### src/rtl/pcpi_mac.sv
// pcpi_mac: PCPI coprocessor holding a 32-bit multiply-accumulate register.
// MAC runs as an iterative shift-add multiplier retiring BITS_PER_CYCLE
// multiplier bits per cycle. CLR, RDACC and SETACC complete in a single step.
// The result is presented for one DONE cycle with pcpi_ready and pcpi_wr high.
module pcpi_mac #(
  parameter int unsigned BITS_PER_CYCLE = 4,
  parameter logic [6:0]  OPCODE         = 7'b0001011,
  parameter logic [6:0]  FUNCT7         = 7'b0000010
) (
  input  logic        clk,
  input  logic        resetn,
  input  logic        pcpi_valid,
  input  logic [31:0] pcpi_insn,
  input  logic [31:0] pcpi_rs1,
  input  logic [31:0] pcpi_rs2,
  output logic        pcpi_wr,
  output logic [31:0] pcpi_rd,
  output logic        pcpi_wait,
  output logic        pcpi_ready
);

  localparam int unsigned NumSteps = 32 / BITS_PER_CYCLE;
  localparam logic [5:0]  LastStep = 6'(NumSteps - 1);

  localparam logic [1:0] IDLE = 2'd0;
  localparam logic [1:0] CALC = 2'd1;
  localparam logic [1:0] DONE = 2'd2;

  localparam logic [2:0] F3_MAC   = 3'b000;
  localparam logic [2:0] F3_CLR   = 3'b001;
  localparam logic [2:0] F3_RDACC = 3'b010;
  localparam logic [2:0] F3_SET   = 3'b011;

  logic [1:0]  state_q, state_d;
  logic [31:0] acc_q, acc_d;
  logic [31:0] result_q, result_d;
  logic [31:0] mcand_q, mcand_d;
  logic [31:0] mplier_q, mplier_d;
  logic [31:0] partial_q, partial_d;
  logic [5:0]  count_q, count_d;
  // Set for the IDLE cycle right after DONE so a still-held valid is ignored.
  logic        skip_q, skip_d;

  logic        insn_hit;
  logic [2:0]  funct3;
  logic        is_mac, is_clr, is_rdacc, is_set;
  logic [31:0] step;
  logic [31:0] mac_sum;

  // Register-number fields of the instruction play no role in this unit.
  logic unused_insn_fields;
  assign unused_insn_fields = ^{pcpi_insn[24:15], pcpi_insn[11:7]};

  assign funct3   = pcpi_insn[14:12];
  assign insn_hit = pcpi_valid && (pcpi_insn[6:0] == OPCODE) && (pcpi_insn[31:25] == FUNCT7);
  assign is_mac   = insn_hit && (funct3 == F3_MAC);
  assign is_clr   = insn_hit && (funct3 == F3_CLR);
  assign is_rdacc = insn_hit && (funct3 == F3_RDACC);
  assign is_set   = insn_hit && (funct3 == F3_SET);

  // Partial product for this cycle: multiplicand times the low multiplier bits.
  always_comb begin
    step = '0;
    for (int unsigned i = 0; i < BITS_PER_CYCLE; i++) begin
      if (mplier_q[i]) begin
        step = step + (mcand_q << i);
      end
    end
  end

  // Final accumulate value when the last step retires; wraps mod 2^32.
  assign mac_sum = acc_q + partial_q + step;

  // Next-state logic for the FSM, accumulator and multiplier datapath.
  always_comb begin
    state_d   = state_q;
    acc_d     = acc_q;
    result_d  = result_q;
    mcand_d   = mcand_q;
    mplier_d  = mplier_q;
    partial_d = partial_q;
    count_d   = count_q;
    skip_d    = 1'b0;

    case (state_q)
      IDLE: begin
        if (!skip_q) begin
          if (is_mac) begin
            mcand_d   = pcpi_rs1;
            mplier_d  = pcpi_rs2;
            partial_d = '0;
            count_d   = '0;
            state_d   = CALC;
          end else if (is_clr) begin
            result_d = acc_q;
            acc_d    = '0;
            state_d  = DONE;
          end else if (is_rdacc) begin
            result_d = acc_q;
            state_d  = DONE;
          end else if (is_set) begin
            result_d = acc_q;
            acc_d    = pcpi_rs1;
            state_d  = DONE;
          end
        end
      end

      CALC: begin
        if (!pcpi_valid) begin
          // CPU withdrew the request: drop the op, accumulator untouched.
          state_d = IDLE;
        end else begin
          partial_d = partial_q + step;
          mcand_d   = mcand_q << BITS_PER_CYCLE;
          mplier_d  = mplier_q >> BITS_PER_CYCLE;
          count_d   = count_q + 6'd1;
          if (count_q == LastStep) begin
            acc_d    = mac_sum;
            result_d = mac_sum;
            state_d  = DONE;
          end
        end
      end

      DONE: begin
        state_d = IDLE;
        skip_d  = 1'b1;
      end

      default: begin
        state_d = IDLE;
      end
    endcase
  end

  // State registers with asynchronous active-low clear.
  always_ff @(posedge clk or negedge resetn) begin
    if (!resetn) begin
      state_q   <= IDLE;
      acc_q     <= '0;
      result_q  <= '0;
      mcand_q   <= '0;
      mplier_q  <= '0;
      partial_q <= '0;
      count_q   <= '0;
      skip_q    <= 1'b0;
    end else begin
      state_q   <= state_d;
      acc_q     <= acc_d;
      result_q  <= result_d;
      mcand_q   <= mcand_d;
      mplier_q  <= mplier_d;
      partial_q <= partial_d;
      count_q   <= count_d;
      skip_q    <= skip_d;
    end
  end

  // Outputs decode from state only, so reset clears them without a clock.
  always_comb begin
    pcpi_ready = (state_q == DONE);
    pcpi_wr    = (state_q == DONE);
    pcpi_wait  = (state_q == CALC);
    pcpi_rd    = (state_q == DONE) ? result_q : 32'h0;
  end

endmodule
### config.mk
export PLATFORM = sky130hd
export DESIGN_NAME = pcpi_mac
export DESIGN_NICKNAME = d
export VERILOG_FILES = /design/src/rtl/pcpi_mac.sv
export SDC_FILE = /design/constraint.sdc
export NUM_CORES = 1
export LEC_CHECK = 0
export ABC_AREA = 0
export BUFFER_PORTS_ARGS = -buffer_cell sky130_fd_sc_hd__buf_2
export CAP_MARGIN = 20
export CELL_PAD_IN_SITES_DETAIL_PLACEMENT = 1
export CELL_PAD_IN_SITES_GLOBAL_PLACEMENT = 1
export CORE_ASPECT_RATIO = 1.1
export CORE_MARGIN = 10
export CORE_UTILIZATION = 50
export CTS_BUF_LIST = sky130_fd_sc_hd__clkbuf_16
export CTS_CLUSTER_SIZE = 30
export DETAILED_ROUTE_END_ITERATION = 16
export GPL_TIMING_DRIVEN = 0
export PLACE_DENSITY_LB_ADDON = 0.25
export SYNTH_ARGS = -nofsm -noshare
export SYNTH_HDL_FRONTEND = slang
export SYNTH_SLANG_ARGS = --single-unit
### constraint.sdc
create_clock -name clk -period 20.8 [get_ports clk]
set_input_delay 1.04 -clock clk [delete_from_list [all_inputs] [get_ports clk]]
set_output_delay 1.04 -clock clk [all_outputs]
set_load 0.1 [all_outputs]
==> results of run 1 <==
-- cells by family (layout without fill, tap and decap cells) --
group                    Yosys count  after routing  synth area share [%]
AND/OR/NAND/NOR                  649            649                  18.1
buffers and inverters            243            394                  5.71
XOR/XNOR                         144            144                  7.63
adder cells (fa/ha/maj)          182            182                  15.2
flip-flops                       169            169                  25.3
multiplexers                      42             42                  2.77
AO/OA/AOI/OAI                    674            674                  25.3
other                              0              1                     0
-- cells in the mapped netlist, drive strengths merged, types with 5 or more instances --
library cell    n  area [µm²]
nand4          18         113
a31oi          52         325
mux2           31         353
clkbuf         88         332
dfrtp         169        4230
o21ai         137         686
ha            147        1840
or4b            5        50.1
nor2          182         683
a2bb2oi         5        50.0
o22ai          19         119
o31ai          11         110
fa             35         701
a22oi           5        37.5
nand3          37         185
o211ai          7        52.6
or3             5        31.3
o21bai         20         150
and3           40         255
nand2b         23         144
mux2i          11         110
a21o           62         465
nand2         228         856
xor2           66         578
buf            18         109
nor3           19        95.1
a211oi          7        57.6
nor2b          23         144
a211o           8        70.1
o21a           22         165
a221o          29         290
a21oi         245        1230
and2           47         294
a21boi          5        41.3
xnor2          77         674
inv           137         514
-- registers in the layout (all words and copies together) (netlist names) --
| name | cells |
|---|---|
| partial_q | 32 |
| state_q | 2 |
| count_q | 6 |
| skip_q | 1 |
| acc_q | 32 |
| mplier_q | 32 |
| mcand_q | 32 |
| result_q | 32 |
-- metal layers --
metal  share of wire (%)  vias to the layer above  routed length [µm]  global-route usage [%]
li1                    -                     7712                   -                       -
met4                 3.9                        0                2330                    11.6
met2                  47                      351               28100                    47.9
met5                   0                        -                   0                       0
met3                 3.8                       93                2270                    2.96
met1                  45                     8087               26500                    36.3
-- cell type report --
cell class,count,area (µm²),share of cell area [%]
Tap cell,432,541,2.92
Buffer,106,440,2.38
Inverter,137,514,2.78
Timing Repair Buffer,119,628,3.40
Sequential cell,169,4230,22.9
Clock inverter,15,181,0.981
Clock buffer,17,425,2.30
Antenna cell,1,2.50,0.0135
Multi-Input combinational cell,1691,11500,62.4
-- through the flow --
step	util [%]	setup WS, ns	instances
CTS	55.9	8.87	2686
finish	55.9	8.64	2687
floorplan	-	11.50	2103
detailed placement	54.0	9.03	2654
global route	55.9	7.66	2687
global placement	53.9	9.33	2653
-- placed cells by master, fill, tap and decap left out, drive strengths merged, types with 40 or more instances in the layout --
| cell type | count |
|---|---|
| inv | 144 |
| a21o | 62 |
| xnor2 | 77 |
| xor2 | 66 |
| a31oi | 52 |
| clkbuf | 105 |
| ha | 147 |
| and3 | 40 |
| buf | 137 |
| o21ai | 137 |
| nor2 | 182 |
| and2 | 47 |
| a21oi | 245 |
| dfrtp | 169 |
| nand2 | 228 |
-- worst max path at each step --
stage | to | start | slack [ns] | cells after the start
after floorplan | acc_q[31] | mplier_q[0] | 11.50 | 51
after global placement | acc_q[31] | mplier_q[0] | 9.33 | 50
after CTS | acc_q[31] | mplier_q[0] | 8.87 | 47
final | acc_q[31] | mplier_q[0] | 8.64 | 48
after detailed placement | acc_q[31] | mplier_q[0] | 9.03 | 47
after global routing | acc_q[31] | mplier_q[0] | 7.66 | 47
==> results_dict.tcl, run 1 <==
set metrics [dict create \
    cp_slowest_cell "clkbuf_1" \
    syn_inst 2103 \
    whs_endpoint "result_q[27]" \
    wl_mm 59.2 \
    final_antenna_net_count 0 \
    overflow 0 \
    cp_data_required_time_ns 21.09 \
    start_kind "flop" \
    skew_ns 0.0122 \
    critPathKind "flop to flop" \
    synth_edf_count 0 \
    fin_crit_sh_pct 58.5 \
    cp-end-kind "flop" \
    yosysWarnings 0 \
    critPathMaxStageDelay_ns 0.61 \
    async_flop_share_pct 100 \
    ctsResizeCount 0 \
    slew_headroom_pct 43.1 \
    fin_crit_ns 12.16 \
    grt_usage_pct 28.3 \
    setup_viol 0 \
    cp_data_arrival_time_ns 12.46 \
    ctsHtreeMaxLevel 4 \
    clk_latency_ns 0.45 \
    cts_tree "built" \
    r2r-end "acc_q[31]" \
    hp-class "flop to flop" \
    synth_flop_cell "dfrtp_1" \
    clkSlewWorstSetupHoldPaths_ns 0.08 \
    ys_seq_area_share_pct 25.3 \
    first_global_vias 17529 \
    routedWlPerCell_um 22.0 \
    nets 2522 \
    postSynthAreaPerCell_um2 7.95 \
    first_pass_iters 5 \
    nFillCells 4144 \
    syn2layout_area_growth_pct 10.6 \
    core_um2 33100 \
    syn-num-nets 2384 \
    drc 0 \
    numCtsBuffers 17 \
    hold_path_startpoint "result_q[27]" \
    synth_seq_cells 169 \
    finalSetupTns_ns 0 \
    rows 70 \
    rr_worst_depth 48 \
    cp_max_fo 10 \
    worstReg2RegStart "mplier_q[0]" \
    grt_max_degree 105 \
    cts_hold_buf 0 \
    dp_hpwl_mm 47.9 \
    regToRegSetupSlack_ns 8.64 \
    worst_slew_pin_slew_ns 0.853 \
    drtIter0Drc 1171 \
    fmax_mhz 82.2 \
    drive_above_1_share_pct 9.54 \
    holdPathStages 1 \
    synthDistinctLibCells 86 \
    synth.cell_area_um2 16700 \
    path_delay_family "compound AO/OA/AOI/OAI gates" \
    cts_sinks 169 \
    placed_cell_area_um2 17900 \
    cap_violations 0 \
    grt_pass1_wl_mm 94.5 \
    antenna_found_initial 1 \
    status "completed" \
    clk_path_buf_depth 2 \
    io-pin-count 134 \
    place.gp.congestion 0.910 \
    vias 16243 \
    die_height_um 212 \
    finalInstanceArea_um2 18500 \
    crit_buf_inv 6 \
    via_per_inst 6.05 \
    cpMostUsedCell "a21oi_1" \
    port_buffers 118 \
    finalHoldViolCount 0 \
    die-area_um2 41200 \
    worst_hold_slack_ns 0.479 \
    grt_setup_unrepaired "no" \
    post_cts_buffers 0 \
    initial_core_util_pct 50.5 \
    slew_violations 0 \
    cts-root-buf "clkbuf_16" \
    die_w_um 194 \
]
Power of run 1 is left out: the tool's default activity adds up to more than one toggle a clock period on the data nets, which glitch-free logic cannot reach.
==> run 2: changes to the inputs <==
CORE_UTILIZATION = 47   (was 50)
clock period = 11.4 ns   (was 20.8 ns; I/O delays follow)
==> run 2 against run 1 <==
Flip-flop and latch count stayed put. Sequential share of layout area down 0.080 points. Wire length is 1.2% lower. Hold slack worse by 0.43 ns. Critical path depth did not move. Design area grew 0.35%. Critical endpoint unchanged. Largest cell class unchanged. Highest routed layer unchanged.
==> results_dict.tcl, run 2 (same netlist as run 1, synthesis figures left out) <==
set metrics [dict create \
    clk_path_buf_depth 2 \
    initial_core_util_pct 47.6 \
    fin_crit_sh_pct 93.0 \
    drtIter0Drc 1112 \
    nets 2520 \
    critPathKind "flop to flop" \
    cp_slowest_cell "fa_1" \
    wl_mm 58.4 \
    cts_tree "built" \
    worst_hold_slack_ns 0.0486 \
    multi_input_area_um2 11600 \
    cpMostUsedCell "a21oi_1" \
    final_antenna_net_count 0 \
    seqCellArea_um2 4230 \
    vias 16191 \
    critPathMaxStageDelay_ns 0.53 \
    cp-end-kind "flop" \
    slew_violations 0 \
    die_w_um 200 \
    final_common_cell "a21oi_1" \
    cp_max_fo 19 \
    drc 0 \
    drive_above_1_share_pct 9.86 \
    ctsResizeCount 2 \
    clk_latency_ns 0.46 \
    ctsHtreeMaxLevel 4 \
    die_height_um 218 \
    io-pin-count 134 \
    grt_max_degree 105 \
    slew_headroom_pct 39.6 \
    cts_sinks 169 \
    antenna_found_initial 0 \
    post_cts_buffers 0 \
    grt_usage_pct 26.9 \
    fin_crit_ns 10.60 \
    cp_data_required_time_ns 11.69 \
    skew_ns 0.0115 \
    first_global_vias 17318 \
    fmax_mhz 94.3 \
    setup_viol 0 \
    numCtsBuffers 17 \
    cts-root-buf "clkbuf_16" \
    port_buffers 118 \
    n_antenna_cell 0 \
    worst_slew_pin_slew_ns 0.906 \
    via_per_inst 6.01 \
    rows 72 \
    syn2layout_area_growth_pct 11.0 \
    routedWlPerCell_um 21.7 \
    overflow 0 \
    start_kind "flop" \
    place.gp.congestion 0.926 \
    first_pass_iters 5 \
    clkSlewWorstSetupHoldPaths_ns 0.08 \
    status "completed" \
    cap_violations 0 \
    finalHoldViolCount 0 \
    die-area_um2 43500 \
    core_um2 35100 \
    nFillCells 4410 \
    hp-class "input port to async pin" \
    final_cell_mix "244 x a21oi_1, 228 x nand2_1, 182 x nor2_1" \
    cts_hold_buf 0 \
    grt_setup_unrepaired "no" \
    cp_data_arrival_time_ns 10.90 \
    grt_pass1_wl_mm 92.9 \
    dp_hpwl_mm 47.2 \
]
-- run 2: cell count changes in the layout (fill, tap and decap cells not counted), moves of 3 or more --
cell        delta
clkinv_4       -3
clkinv_8       -4
inv_6          +3
bufinv_16      +3
clkinvlp_4     +3
clkbuf_1       -4
-- run 2: area by class of cell --
class / count / area share (%)
Clock buffer: 17 / 2.29
Clock inverter: 15 / 1.11
Buffer: 104 / 2.37
Inverter: 137 / 2.77
Sequential cell: 169 / 22.8
Timing Repair Buffer: 119 / 3.38
Multi-Input combinational cell: 1691 / 62.3
Tap cell: 444 / 2.99
-- run 2: metal layers --
layer | global-route usage, % | vias up | wire length, µm
met3 | 2.92 | 87 | 1830
met5 | 0 | - | 0
met1 | 34.3 | 8039 | 26100
met2 | 45.7 | 347 | 28500
li1 | - | 7718 | -
met4 | 10.3 | 0 | 2040
-- run 2: final timing paths --
kind / cells after the start / end / startpoint / slack, ns
worst max-delay path: 48 / acc_q[31] / mplier_q[0] / 0.80
min in group clk: 3 / mplier_q[29] / pcpi_rs2[29] / 0.35
worst max register to register: 48 / acc_q[31] / mplier_q[0] / 0.80
worst min register to register: 1 / result_q[27] / result_q[27] / 0.48
worst min-delay path: 1 / skip_q / resetn / 0.05
max in group asynchronous: 2 / partial_q[17] / resetn / 10.40
-- run 2: stage by stage --
stage,setup slack (ns),setup TNS (ns),instances,util (%),instance area (µm²)
finish,0.799,0,2696,52.8,18600
global route,0.0345,0,2696,52.8,18600
detailed placement,-0.631,-1.96,2666,50.9,17900
CTS,0.122,0,2697,52.7,18500
floorplan,2.10,0,2103,-,16700
global placement,-0.323,-0.788,2665,50.8,17900
-- run 2: worst max-delay path, delay by kind of cell, from the launching register on --
kind	cells	cell delay [ns]
multiplexers	1	0.29
AND/OR/NAND/NOR	11	1.71
flip-flops	1	0.33
AO/OA/AOI/OAI	18	4.00
XOR/XNOR	5	1.00
buffers and inverters	8	1.46
adder cells (fa/ha/maj)	5	1.62
Power of run 2 is left out for the same reason.
